$ cat src/rtl/beta_pkg.sv
// Beta ISA constants and instruction-field helpers shared by the register-fetch stage.
package beta_pkg;

    localparam int unsigned DATA_W = 32;

    localparam logic [5:0] OP_LD  = 6'h18;
    localparam logic [5:0] OP_ST  = 6'h19;
    localparam logic [5:0] OP_JMP = 6'h1B;
    localparam logic [5:0] OP_BEQ = 6'h1C;
    localparam logic [5:0] OP_BNE = 6'h1D;
    localparam logic [5:0] OP_LDR = 6'h1F;

    localparam logic [4:0] REG_ZERO = 5'd31;

    function automatic logic [5:0] inst_op(input logic [31:0] inst);
        return inst[31:26];
    endfunction

    function automatic logic [4:0] inst_rc(input logic [31:0] inst);
        return inst[25:21];
    endfunction

    function automatic logic [4:0] inst_ra(input logic [31:0] inst);
        return inst[20:16];
    endfunction

    function automatic logic [4:0] inst_rb(input logic [31:0] inst);
        return inst[15:11];
    endfunction

    function automatic logic signed [DATA_W-1:0] inst_lit_sext(input logic [31:0] inst);
        return DATA_W'(signed'(inst[15:0]));
    endfunction

    function automatic logic is_op_reg(input logic [5:0] op);
        return op[5:4] == 2'b10;
    endfunction

    function automatic logic is_op_lit(input logic [5:0] op);
        return op[5:4] == 2'b11;
    endfunction

    function automatic logic is_legal(input logic [5:0] op);
        return is_op_reg(op) || is_op_lit(op) || op == OP_LD || op == OP_ST ||
               op == OP_JMP || op == OP_BEQ || op == OP_BNE || op == OP_LDR;
    endfunction

endpackage

$ cat src/rtl/operand_bypass.sv
// Resolves one source register: ALU > MEM > WB > file, with r31 hardwired to zero.
module operand_bypass
    import beta_pkg::*;
(
    input  logic              used,
    input  logic [4:0]        src,
    input  logic [DATA_W-1:0] file_data,
    input  logic              alu_wen,
    input  logic [4:0]        alu_wa,
    input  logic [DATA_W-1:0] alu_wd,
    input  logic              alu_wd_ok,
    input  logic              mem_wen,
    input  logic [4:0]        mem_wa,
    input  logic [DATA_W-1:0] mem_wd,
    input  logic              mem_wd_ok,
    input  logic              wb_wen,
    input  logic [4:0]        wb_wa,
    input  logic [DATA_W-1:0] wb_wd,
    output logic [DATA_W-1:0] value,
    output logic              hazard
);

    always_comb begin
        value  = '0;
        hazard = 1'b0;
        if (src != REG_ZERO) begin
            if (alu_wen && alu_wa == src) begin
                value  = alu_wd;
                hazard = used && !alu_wd_ok;
            end else if (mem_wen && mem_wa == src) begin
                value  = mem_wd;
                hazard = used && !mem_wd_ok;
            end else if (wb_wen && wb_wa == src) begin
                value  = wb_wd;
            end else begin
                value  = file_data;
            end
        end
    end

endmodule

$ cat src/rtl/reg_fetch_stage.sv
// Beta register-fetch stage: decode, operand bypass, hazard stall and the RF/ALU register.
module reg_fetch_stage
    import beta_pkg::*;
(
    input  logic        clk,
    input  logic        rst_n,
    input  logic        if_valid,
    input  logic [31:0] if_inst,
    input  logic [31:0] if_pc,
    output logic        rf_stall,
    output logic [5:0]  ra1,
    output logic [5:0]  ra2,
    input  logic [31:0] rd1,
    input  logic [31:0] rd2,
    input  logic        alu_wen,
    input  logic        mem_wen,
    input  logic        wb_wen,
    input  logic [4:0]  alu_wa,
    input  logic [4:0]  mem_wa,
    input  logic [4:0]  wb_wa,
    input  logic [31:0] alu_wd,
    input  logic [31:0] mem_wd,
    input  logic [31:0] wb_wd,
    input  logic        alu_wd_ok,
    input  logic        mem_wd_ok,
    input  logic        ex_hold,
    input  logic        flush,
    output logic        rf_valid,
    output logic [31:0] rf_inst,
    output logic [31:0] rf_pc,
    output logic [31:0] rf_a,
    output logic [31:0] rf_b,
    output logic [31:0] rf_st_data,
    output logic        rf_illop
);

    logic [5:0]  op;
    logic [4:0]  src1, src2;
    logic        st, op_reg, legal;
    logic        use1, use2, haz1, haz2, hazard;
    logic [31:0] val1, val2;

    assign op     = inst_op(if_inst);
    assign st     = (op == OP_ST);
    assign op_reg = is_op_reg(op);
    assign legal  = is_legal(op);
    assign src1   = inst_ra(if_inst);
    assign src2   = st ? inst_rc(if_inst) : inst_rb(if_inst);
    assign ra1    = {1'b0, src1};
    assign ra2    = {1'b0, src2};

    // Only sources the instruction actually reads may raise a hazard.
    assign use1 = if_valid && legal && (op != OP_LDR);
    assign use2 = if_valid && (op_reg || st);

    operand_bypass u_src1 (
        .used(use1), .src(src1), .file_data(rd1),
        .alu_wen(alu_wen), .alu_wa(alu_wa), .alu_wd(alu_wd), .alu_wd_ok(alu_wd_ok),
        .mem_wen(mem_wen), .mem_wa(mem_wa), .mem_wd(mem_wd), .mem_wd_ok(mem_wd_ok),
        .wb_wen(wb_wen), .wb_wa(wb_wa), .wb_wd(wb_wd),
        .value(val1), .hazard(haz1)
    );

    operand_bypass u_src2 (
        .used(use2), .src(src2), .file_data(rd2),
        .alu_wen(alu_wen), .alu_wa(alu_wa), .alu_wd(alu_wd), .alu_wd_ok(alu_wd_ok),
        .mem_wen(mem_wen), .mem_wa(mem_wa), .mem_wd(mem_wd), .mem_wd_ok(mem_wd_ok),
        .wb_wen(wb_wen), .wb_wa(wb_wa), .wb_wd(wb_wd),
        .value(val2), .hazard(haz2)
    );

    assign hazard   = haz1 || haz2;
    assign rf_stall = if_valid && (ex_hold || hazard) && !flush;

    // RF/ALU pipeline register
    always_ff @(posedge clk or negedge rst_n) begin
        if (!rst_n) begin
            rf_valid   <= 1'b0;
            rf_inst    <= '0;
            rf_pc      <= '0;
            rf_a       <= '0;
            rf_b       <= '0;
            rf_st_data <= '0;
            rf_illop   <= 1'b0;
        end else if (!ex_hold) begin
            if (flush || hazard) begin
                rf_valid <= 1'b0;
            end else begin
                rf_valid   <= if_valid;
                rf_inst    <= if_inst;
                rf_pc      <= if_pc;
                rf_a       <= val1;
                rf_b       <= op_reg ? val2 : inst_lit_sext(if_inst);
                rf_st_data <= st ? val2 : '0;
                rf_illop   <= if_valid && !legal;
            end
        end
    end

endmodule

$ cat config.mk
export PLATFORM = sky130hd
export DESIGN_NAME = reg_fetch_stage
export DESIGN_NICKNAME = d
export VERILOG_FILES = /design/src/rtl/beta_pkg.sv /design/src/rtl/operand_bypass.sv /design/src/rtl/reg_fetch_stage.sv
export SDC_FILE = /design/constraint.sdc
export NUM_CORES = 1
export LEC_CHECK = 0
export BUFFER_PORTS_ARGS = -buffer_cell sky130_fd_sc_hd__buf_2
export CORE_AREA = 2 2 212 193
export DETAILED_ROUTE_END_ITERATION = 10
export DIE_AREA = 0 0 214 195
export PLACE_DENSITY_LB_ADDON = 0.2
export SLEW_MARGIN = 0
export SYNTH_ARGS = -nofsm -noshare
export SYNTH_HDL_FRONTEND = slang
export SYNTH_SLANG_ARGS = --single-unit
export TNS_END_PERCENT = 5
$ cat constraint.sdc
create_clock -name clk -period 2 [get_ports clk]
set_input_delay 0.1 -clock clk [delete_from_list [all_inputs] [get_ports clk]]
set_output_delay 0.1 -clock clk [all_outputs]
set_load 0.01 [all_outputs]
=== After elaboration in Yosys (flattened, before gate mapping) ===
Index checks and enable logic that the tools add are counted.

* Input port bits: 249
* Bits in registers: 162
* Output and inout port bits: 175
* Logic and storage cells: 76

* Muxes and demuxes: 18
* Equality and inequality tests: 17
* Reduce and logical (&&, ||, !) cells: 32
* Bitwise logic cells: 2

{| class="wikitable"
|+ Operators with widths
! operator !! count
|-
| $mux W32 || 10
|-
| $eq A6 B5 Y1 const B || 6
|-
| $eq A5 B5 Y1 || 6
|-
| $logic_and A1 B1 Y1 || 16
|-
| $logic_or A1 B1 Y1 || 11
|-
| $ne A5 B5 Y1 const B || 2
|-
| $mux W1 || 7
|-
| $ne A6 B5 Y1 const B || 1
|-
| $mux W5 || 1
|-
| $eq A2 B2 Y1 const B || 2
|-
| $logic_not A1 Y1 || 4
|-
| $not A1 Y1 || 2
|-
| $reduce_and A2 Y1 || 1
|}

=== Longest topological paths before layout ===
Gate-level depths: netlist (run 1).

* Word-level depth: 18
* Mapped depth: 12
* Depth with buffers taken out: 8

=== By module ===
From an unflattened synthesis (run 1), not the netlist that was laid out.

* Cells, all modules: 1,085
* Area total of the unflattened synthesis: 9,395.3 um^2

{| class="wikitable"
|+ Modules (own cells, without submodules)
! module !! area each (um^2) !! instances !! cells an instance !! seq. area each (um^2)
|-
| reg_fetch_stage || 6,517.5 || 1 || 719 || 4,053.9
|-
| operand_bypass || 1,438.9 || 2 || 183 || 0.0
|}

=== Worst setup path after synthesis (run 1) ===
No wires, ideal clock.

* Path kind: input-to-reg
* Start point: input if_inst[31]
* End point: register rf_inst[15]
* Setup time: 117 ps
* Setup slack: -395 ps
* Data arrival time: 2,278 ps
* Stages: 11
* Data required time: 1,883 ps
* Path through: and4bb_1 buf_4 nand3_2 and3_1 a221o_1 or4_4 o2111a_1 buf_2 buf_6 nand2_1 nand2_1

* Longest elaborated chain between the ends: 18

{| class="wikitable"
|+ Ends and longest elaborated chain
! what !! RTL line !! text
|-
| start: declaration || reg_fetch_stage.sv:8 || <nowiki>input logic [31:0] if_inst,</nowiki>
|-
| $eq A2 B2 Y1, on equally long branches || beta_pkg.sv:36, beta_pkg.sv:40 ||
|-
| $logic_or A1 B1 Y1 (4 in series) || beta_pkg.sv:44 || <nowiki>return is_op_reg(op) || is_op_lit(op) || op == OP_LD || op == OP_ST ||</nowiki>
|-
| $logic_or A1 B1 Y1 (3 in series) || beta_pkg.sv:45 || <nowiki>op == OP_JMP || op == OP_BEQ || op == OP_BNE || op == OP_LDR;</nowiki>
|-
| $logic_and A1 B1 Y1 (2 in series) || reg_fetch_stage.sv:53 || <nowiki>assign use1 = if_valid && legal && (op != OP_LDR);</nowiki>
|-
| $logic_and A1 B1 Y1 || operand_bypass.sv:32 || <nowiki>hazard = used && !mem_wd_ok;</nowiki>
|-
| $mux W1 || operand_bypass.sv:30 || <nowiki>end else if (mem_wen && mem_wa == src) begin</nowiki>
|-
| $mux W1 || operand_bypass.sv:27 || <nowiki>if (alu_wen && alu_wa == src) begin</nowiki>
|-
| $mux W1 || operand_bypass.sv:26 || <nowiki>if (src != REG_ZERO) begin</nowiki>
|-
| $logic_or A1 B1 Y1 * || reg_fetch_stage.sv:72 || <nowiki>assign hazard = haz1 || haz2;</nowiki>
|-
| $logic_or A1 B1 Y1 * || reg_fetch_stage.sv:86 || <nowiki>if (flush || hazard) begin</nowiki>
|-
| $not A1 Y1 (no source line) * || - ||
|-
| $reduce_and A2 Y1 (no source line) * || - ||
|-
| end signal: assignment || reg_fetch_stage.sv:90 || <nowiki>rf_inst <= if_inst;</nowiki>
|-
| end: declaration || reg_fetch_stage.sv:29 || <nowiki>output logic [31:0] rf_inst,</nowiki>
|}

Every way passes the cells marked *; elsewhere a longest branch is shown, timed or not.
A chain may end at the register's enable or synchronous reset.

=== Worst setup path after layout (run 1) ===
* Start point: input if_inst[27]
* End point: output rf_stall

* Longest elaborated chain between the ends: 17

{| class="wikitable"
|+ Ends and longest elaborated chain
! what !! RTL line !! text
|-
| $eq A6 B5 Y1 || beta_pkg.sv:44 ||
|-
| $logic_or A1 B1 Y1 (3 in series) || beta_pkg.sv:44 ||
|-
| $logic_or A1 B1 Y1 (3 in series) || beta_pkg.sv:45 ||
|-
| $logic_and A1 B1 Y1 (2 in series) || reg_fetch_stage.sv:53 ||
|-
| $logic_and A1 B1 Y1 || operand_bypass.sv:32 ||
|-
| $mux W1 || operand_bypass.sv:30 ||
|-
| $mux W1 || operand_bypass.sv:27 ||
|-
| $mux W1 || operand_bypass.sv:26 ||
|-
| $logic_or A1 B1 Y1 * || reg_fetch_stage.sv:72 ||
|-
| $logic_or A1 B1 Y1 * || reg_fetch_stage.sv:73 || <nowiki>assign rf_stall = if_valid && (ex_hold || hazard) && !flush;</nowiki>
|-
| $logic_and A1 B1 Y1 * (2 in series) || reg_fetch_stage.sv:73 ||
|-
| end: declaration || reg_fetch_stage.sv:10 || <nowiki>output logic rf_stall,</nowiki>
|}

Marked as above.

==> results of run 1 <==
==> power by group through the flow <==
stage                     clock network (mW)  logic [mW]  registers (mW)
after floorplan                            0       0.905            4.08
after global placement                     0        2.51            3.90
after detailed placement                   0        2.52            3.91
after CTS                               3.44        2.70            3.85
after global routing                    3.58        3.01            3.90
final                                   3.33        2.78            3.85
==> area by class of cell <==
class	instances	area [um^2]	area share (%)
well taps	532	666	4.22
flip-flops and latches	162	4050	25.7
inverters	11	41.3	0.262
repair buffers	682	4950	31.4
clock inverters	14	128	0.810
diodes	5	12.5	0.0794
clock buffers	18	439	2.79
multi-input cells	901	5470	34.7
==> per-stage QoR <==
stage                     cell area, um^2  utilization (%)  setup slack [ns]  setup TNS (ns)
final                               15800             40.1            -0.375          -39.79
after global routing                15800             40.1            -0.411          -48.38
after CTS                           15400             39.2            -0.303          -23.30
after detailed placement            13700             35.0            -0.764         -109.12
after global placement              13700             35.0            -0.730         -102.11
after floorplan                      9850                -            -0.337          -51.55
==> per-layer routing <==
metal | part of all wire (%) | wire length, um | global-route usage (%)
met1 | 44 | 21200 | 28.9
met2 | 46 | 22400 | 36.1
met3 | 7.0 | 3360 | 5.19
met4 | 2.5 | 1210 | 7.64
met5 | 0.12 | 57 | 0
==> how the worst max path moves through the flow <==
stage                              to  slack [ns]
final                        rf_stall       -0.37
after global routing         rf_stall       -0.41
after CTS                    rf_stall       -0.30
after detailed placement      rf_b[5]       -0.76
after global placement       rf_b[11]       -0.73
after floorplan           rf_inst[15]       -0.34
==> cell families after synthesis <==
group	synth area share (%)
flip-flops	41.4
multiplexers	3.48
AO/OA/AOI/OAI	26.1
XOR/XNOR	1.70
other	0.0383
AND/OR/NAND/NOR	21.0
buffers and inverters	6.21
==> tightest hold or removal path: stages <==
cell and delay [ns]:
buf_2 0.14, a2bb2oi_1 0.09, o21ai_2 0.10
==> flip-flops by register name, summed over array words and instances, names as in the netlist <==
name / cells
rf_inst: 32
rf_st_data: 32
rf_pc: 32
rf_b: 32
rf_valid: 1
rf_a: 32
rf_illop: 1
==> cells in the final DEF (no fill, tap or decap), types with 16 or more instances in the layout <==
cell type      count
buf_2            417
nand2_1          293
dfrtp_1          162
buf_4            124
dlygate4sd3_1     78
nor2_1            70
a21oi_1           53
a211oi_1          53
o31ai_1           37
o21ai_1           34
mux2i_1           34
buf_12            34
and3_1            31
a21boi_0          28
clkbuf_16         22
o21ai_0           21
o31a_1            19
a31oi_1           18
buf_6             16
==> timing repair <==
| action | in CTS | in global routing |
|---|---|---|
| gates resized for setup | 55 | 49 |
| setup endpoints to repair | 162 | 163 |
| setup buffers | 11 | 4 |
| hold buffers | 78 | 0 |
| pin swaps | 24 | 26 |
| gates cloned | 2 | 6 |
| endpoints found under the hold margin | 253 | 0 |
==> results.toml, run 1 <==
[clock_network]
h-tree-depth = 4
cts_root_buf = "clkbuf_16"
clk_latency_ns = 0.45
numCtsBuffers = 17
cts_tree = "built"
cts_sinks = 162
cts_max_path_buffers = 2
path_clk_slew_ns = 0.07

[min_path]
min_to = "rf_st_data[2]"
hold_path.class = "in -> reg"
hold_start = "alu_wd[2]"
whs_path_depth = 3

[sta]
timing.final.max_slew_violations = 0
fin_crit_sh_pct = 119
period_minus_slack_ns = 2.37
max_slew.worst_pin.slew_ns = 0.788
slew_headroom_pct = 47.5
holdWs_ns = 0.0145
max_freq_mhz = 421
setup_viol = 163
rsz0062_at_grt = "true"
finalHoldViolations = 0
clock_skew_ns = 0
setup_slack_ns = -0.375

[critical_path]
cp_data_required_time_ns = 1.90
cp_max_fo = 8
cp-end-kind = "primary output"
cpMaxStageDelayCell = "or4_4"
critical_path_class = "in -> out"
critPathBufInv = 3
crit_family = "simple AND/OR/NAND/NOR gates"
crit_chain = "buf_8 > and4bb_2 > buf_12 > nand2_8 > o21a_1 > a221o_1 > or4_4 > a311oi_2 > buf_4"
r2r-end = "rf_b[4]"
critPathMaxStageDelay_ns = 0.54
critical_path_depth = 9
timing.rr.start = "rf_b[4]"
crit_path_start_kind = "input pin"
crit_start = "if_inst[27]"
worstRegToRegCells = 2
critPathArrivalTime_ns = 2.27
reg2reg_setup_slack_ns = 1.27

[final_layout]
area_growth_pct = 61.1
nets = 2024
drive_gt1_share_pct = 39.4
final_cells = 2325
nFillCells = 4001

[status]
outcome = "finished, violations left"
violations = "setup timing"

[yosys]
synth-async-reset-ratio_pct = 100
synth-seq-cells = 162
syn_inst = 1180
ys_seq_area_share_pct = 41.4
ys_types = 66
yosysTopAreaCell = "dfrtp_1"
synth_ff_type = "dfrtp_1"
synth_edf_count = 0
synth_area_per_cell_um2 = 8.29
ys_warn_count = 0
synth_most_common_cell = "nand2_1"
synth_commonest_cells = "nand2_1 (310), dfrtp_1 (162), nor2_1 (74)"
netlist.area_leader.share_pct = 41.4
synth.area.top_cells = "dfrtp_1 (41%), nand2_1 (12%), a211oi_1 (4.5%), mux2i_1 (3.5%), o31ai_1 (3.2%)"
syn_area_um2 = 9780

[pwr]
seqPwrFrac_pct = 38.7
p_per_area_nw_per_um2 = 632
p_leak_nw = 7.64
switching_power_mw = 3.26
power_mw = 9.96
clkPwrFrac_pct = 33.4
vdd_drop_max_v = 0.000322
swShare_pct = 32.7
intPower_mw = 6.70
p_comb_share_pct = 27.9

[routing]
drc = 0
num_vias = 11400
wire_per_inst_um = 20.7
drt-total-wl_mm = 48.2
drt_iter0_drc = 770
vias_per_cell = 4.91
firstDrtPassIters = 5
detail-route-antenna-nets = 0

[placed_design]
dp_hpwl_mm = 35.4
numPortBuffers = 421
routabilityCongestion = 0.888
dp.cells = 2189

[global_route]
grt_overflow = 0
antenna_found_initial = 12
grt_pass1_vias = 11400
grt_first_pass_wirelength_mm = 70.5
grtUsageTotal_pct = 22.2
grt_max_degree = 65

[floorplanning]
ios = 424
rows = 69
die_h_um = 195
dieArea_um2 = 41700
core_area_um2 = 39300
initial_core_util_pct = 24.9
die_w_um = 214

[flow_run]
maxCapViolCount = 0
(Power assumes the default switching activity.)
==> run 2, diff against run 1 <==
- PLACE_DENSITY: unset -> 0.6
- PLACE_DENSITY_LB_ADDON: 0.2 -> unset
==> results.toml, run 2 (synthesized netlist as in run 1, its figures left out) <==
[routing]
drc = 0
met3_wirelength_mm = 4.12
vias_per_cell = 5.07
drt_iter0_drc = 1011
topRoutingLayerUsed = "met5"
wl_met1_mm = 21.3
drt-total-wl_mm = 50.6
num_vias = 11900
firstDrtPassIters = 5
wire_per_inst_um = 21.6
dr_wl_met2_mm = 23.8
detail-route-antenna-nets = 0

[pwr]
clkPwrFrac_pct = 35.2
intPower_mw = 7.14
swShare_pct = 32.1
switching_power_mw = 3.38
p_per_area_nw_per_um2 = 644
seqPwrFrac_pct = 36.7
p_comb_share_pct = 28.1
p_leak_nw = 7.86
vdd_drop_max_v = 0.000339

[critical_path]
endpoint = "rf_stall"
critPathArrivalTime_ns = 2.23
cp-end-kind = "primary output"
worstRegToRegCells = 2
crit_start = "if_inst[31]"
cp_data_required_time_ns = 1.90
critical_path_class = "in -> out"
timing.rr.start = "rf_b[29]"
crit_path_start_kind = "input pin"
cp_max_fo = 4
r2r-end = "rf_b[29]"
reg2reg_setup_slack_ns = 1.21

[clock_network]
path_clk_slew_ns = 0.07
h-tree-depth = 4
cts_sinks = 162
clk_latency_ns = 0.46
numCtsBuffers = 17
cts_root_buf = "clkbuf_16"
cts_max_path_buffers = 2
cts_tree = "built"

[final_layout]
seq_area_um2 = 4050
nFillCells = 3890
nets = 2043
layout_common_cells = "buf_2 (416), nand2_1 (298), dfrtp_1 (162), buf_4 (124), dlygate4sd3_1 (81)"
final_common_cell = "buf_2"
drive_gt1_share_pct = 41.2
final_cells = 2340
area_growth_pct = 67.0
finish.utilization_pct = 41.6
multi_input_area_um2 = 5730

[sta]
timing.final.max_slew_violations = 0
fin_crit_sh_pct = 116
period_minus_slack_ns = 2.33
setup_viol = 163
setup_slack_ns = -0.330
slew_headroom_pct = 45.2
clock_skew_ns = 0
max_slew.worst_pin.slew_ns = 0.822
finalHoldViolations = 0
max_freq_mhz = 429
rsz0062_at_grt = "true"

[global_route]
grt_pass1_vias = 11900
grt_overflow = 0
grt_max_degree = 76
grtUsageTotal_pct = 23.1
grt_first_pass_wirelength_mm = 72.9
antenna_found_initial = 4

[placed_design]
dp_hpwl_mm = 35.2
numPortBuffers = 421
routabilityCongestion = 0.922
dp.cells = 2186

[status]
violations = "setup timing"
outcome = "finished, violations left"

[floorplanning]
ios = 424
die_h_um = 195
core_area_um2 = 39300
rows = 69
dieArea_um2 = 41700
initial_core_util_pct = 24.9
die_w_um = 214

[min_path]
whs_path_depth = 4
hold_path.class = "in -> reg"

[flow_run]
maxCapViolCount = 0
-- run 2: repair_timing --
item                       CTS  global route
hold endpoints to repair   140             0
pin swaps                   35            26
setup endpoints to repair  163           163
hold buffers                81             0
gates cloned                 5            10
buffers inserted            15            10
resized for setup           91            62
-- run 2: layout make-up --
type	count	area share, %
antenna	1	0.0153
clock buffer	19	2.65
clock inverter	13	1.21
inverter	11	0.253
multi-input combinational	901	35.1
sequential	162	24.8
tap	532	4.07
timing repair buffer	701	31.9
-- run 2: metrics by stage --
| stage | worst slack [ns] | TNS, ns | total power, mW | hold WS (ns) | instance area (um^2) |
|---|---|---|---|---|---|
| after floorplan | -0.337 | -51.55 | 4.98 | -0.196 | 9850 |
| after global placement | -0.974 | -128.58 | 6.39 | 0.114 | 13700 |
| after detailed placement | -0.959 | -127.45 | 6.42 | 0.117 | 13700 |
| after CTS | -0.275 | -24.85 | 10.4 | 0.00456 | 15800 |
| after global routing | -0.412 | -50.55 | 11.0 | 0.0258 | 16300 |
| final | -0.330 | -40.00 | 10.5 | 0.0287 | 16300 |
-- run 2: layer usage --
layer	global-route usage [%]	vias to the layer above
met4	8.91	6
met5	0	-
met1	29.2	5765
met2	37.4	578
li1	-	5429
met3	6.37	95
-- run 2: worst min path at each step --
| stage | from | to | slack (ns) |
|---|---|---|---|
| after global routing | alu_wd[9] | rf_a[9] | 0.03 |
| after global placement | rst_n | rf_a[29] | 0.11 |
| after CTS | if_inst[18] | rf_inst[18] | 0.005 |
| after detailed placement | rst_n | rf_a[26] | 0.12 |
| final | if_inst[18] | rf_inst[18] | 0.03 |
| after floorplan | rst_n | rf_a[0] | -0.20 |
-- run 2: power by group through the flow --
stage	Clock, mW	Sequential [mW]	Combinational, mW
after floorplan	0	4.08	0.905
after global placement	0	3.90	2.49
after detailed placement	0	3.91	2.52
after CTS	3.79	3.85	2.80
after global routing	3.94	3.90	3.17
final	3.70	3.86	2.96
-- run 2: critical path: stages --
cell       delay (ns)
buf_6            0.09
buf_6            0.10
nand4bb_4        0.23
buf_6            0.15
a211oi_1         0.34
o21ai_0          0.18
nor2_1           0.28
buf_4            0.18
nand3_2          0.10
a311oi_2         0.27
buf_2            0.21
==> run 3, diff against run 2 <==
- SETUP_SLACK_MARGIN: unset -> 0.4
- SLEW_MARGIN: 0 -> unset
==> results.toml, run 3 (synthesized netlist as in run 1, its figures left out) <==
[routing]
drc = 0
firstDrtPassIters = 6
drt_iter0_drc = 1028
drt-total-wl_mm = 50.2
detail-route-antenna-nets = 0
num_vias = 11900
vias_per_cell = 5.07
wire_per_inst_um = 21.5

[min_path]
hold_path.class = "in -> reg"

[clock_network]
h-tree-depth = 4
cts_tree = "built"
cts_root_buf = "clkbuf_16"
numCtsBuffers = 17
clk_latency_ns = 0.45
cts_max_path_buffers = 2
path_clk_slew_ns = 0.07
cts_sinks = 162

[sta]
rsz0062_at_grt = "true"
timing.final.max_slew_violations = 0
clock_skew_ns = 0
setup_viol = 163
setup_slack_ns = -0.340
period_minus_slack_ns = 2.34
finalHoldViolations = 0
fin_crit_sh_pct = 117
slew_headroom_pct = 46.6
max_freq_mhz = 427
max_slew.worst_pin.slew_ns = 0.800

[pwr]
p_comb_share_pct = 28.1
clkPwrFrac_pct = 35.2
swShare_pct = 32.0
seqPwrFrac_pct = 36.7
vdd_drop_max_v = 0.000340
power_mw = 10.5
p_per_area_nw_per_um2 = 643
switching_power_mw = 3.36
p_leak_nw = 7.85
intPower_mw = 7.13

[global_route]
grtUsageTotal_pct = 23.1
grt_max_degree = 76
grt_overflow = 0
grt_pass1_vias = 11900
antenna_found_initial = 4
grt_first_pass_wirelength_mm = 73.0

[floorplanning]
die_h_um = 195
dieArea_um2 = 41700
initial_core_util_pct = 24.9
core_area_um2 = 39300
rows = 69
die_w_um = 214
ios = 424

[final_layout]
finish.utilization_pct = 41.6
drive_gt1_share_pct = 40.9
nets = 2042
final_cells = 2339
area_growth_pct = 66.8
layout_common_cells = "buf_2 (416), nand2_1 (300), dfrtp_1 (162), buf_4 (125), dlygate4sd3_1 (81)"
final_common_cell = "buf_2"

[placed_design]
dp_hpwl_mm = 35.2
dp.cells = 2186
numPortBuffers = 421
routabilityCongestion = 0.922

[status]
outcome = "finished, violations left"
violations = "setup timing"

[flow_run]
maxCapViolCount = 0

[critical_path]
critPathArrivalTime_ns = 2.24
crit_path_start_kind = "input pin"
cp_max_fo = 4
cp_data_required_time_ns = 1.90
critical_path_class = "in -> out"
cp-end-kind = "primary output"
[run 3: final timing paths]
path                              from          end  slack (ns)  depth (start not counted)
setup / recovery           if_inst[31]     rf_stall       -0.34                         11
hold / removal             if_inst[18]  rf_inst[18]        0.03                          4
setup reg to reg              rf_b[29]     rf_b[29]        1.21                          2
hold reg to reg               rf_pc[4]     rf_pc[4]        0.47                          2
max in group asynchronous        rst_n    rf_pc[21]        1.15                          3
min in group asynchronous        rst_n  rf_inst[23]        0.19                          2
[run 3: stage by stage]
step	area [um^2]	hold WS [ns]	TNS [ns]	worst slack [ns]
floorplan	9850	-0.196	-51.55	-0.337
global placement	13700	0.114	-128.58	-0.974
detailed placement	13700	0.117	-127.45	-0.959
CTS	15800	0.00456	-24.85	-0.275
global route	16300	0.0258	-49.44	-0.407
finish	16300	0.0293	-39.81	-0.340
[run 3: power groups by stage]
stage	registers (mW)	logic [mW]	clock network [mW]
global placement	3.90	2.49	0
finish	3.86	2.94	3.70
global route	3.90	3.17	3.94
floorplan	4.08	0.905	0
CTS	3.85	2.80	3.79
detailed placement	3.91	2.52	0
[run 3: what timing repair did]
item	in CTS	in global routing
endpoints found under the setup margin	163	163
buffers inserted	15	10
gates cloned	5	9
resized for setup	93	55
pin swaps	37	22
endpoints found under the hold margin	140	0
hold buffers	81	0
[run 3: worst max-delay path, stage by stage]
cell	delay [ns]
buf_6	0.09
buf_6	0.10
nand4bb_4	0.23
buf_6	0.15
a211oi_1	0.35
o21ai_0	0.19
nor2_1	0.28
buf_4	0.18
nand3_2	0.10
a311oi_2	0.27
buf_2	0.20
[run 3: final cells by class]
type | count | area [um^2]
diodes | 1 | 2.50
clock buffers | 19 | 433
clock inverters | 13 | 198
fillers | 3891 | 23000
inverters | 11 | 41.3
multi-input cells | 901 | 5730
flip-flops and latches | 162 | 4050
well taps | 532 | 666
repair buffers | 700 | 5190
[run 3: per-layer routing]
| metal | track usage [%] | vias to the layer above | part of all wire (%) |
|---|---|---|---|
| li1 | - | 5438 | - |
| met4 | 8.91 | 6 | 2.8 |
| met5 | 0 | - | 0.082 |
| met2 | 37.4 | 607 | 47 |
| met1 | 29.2 | 5702 | 41 |
| met3 | 6.37 | 105 | 8.7 |
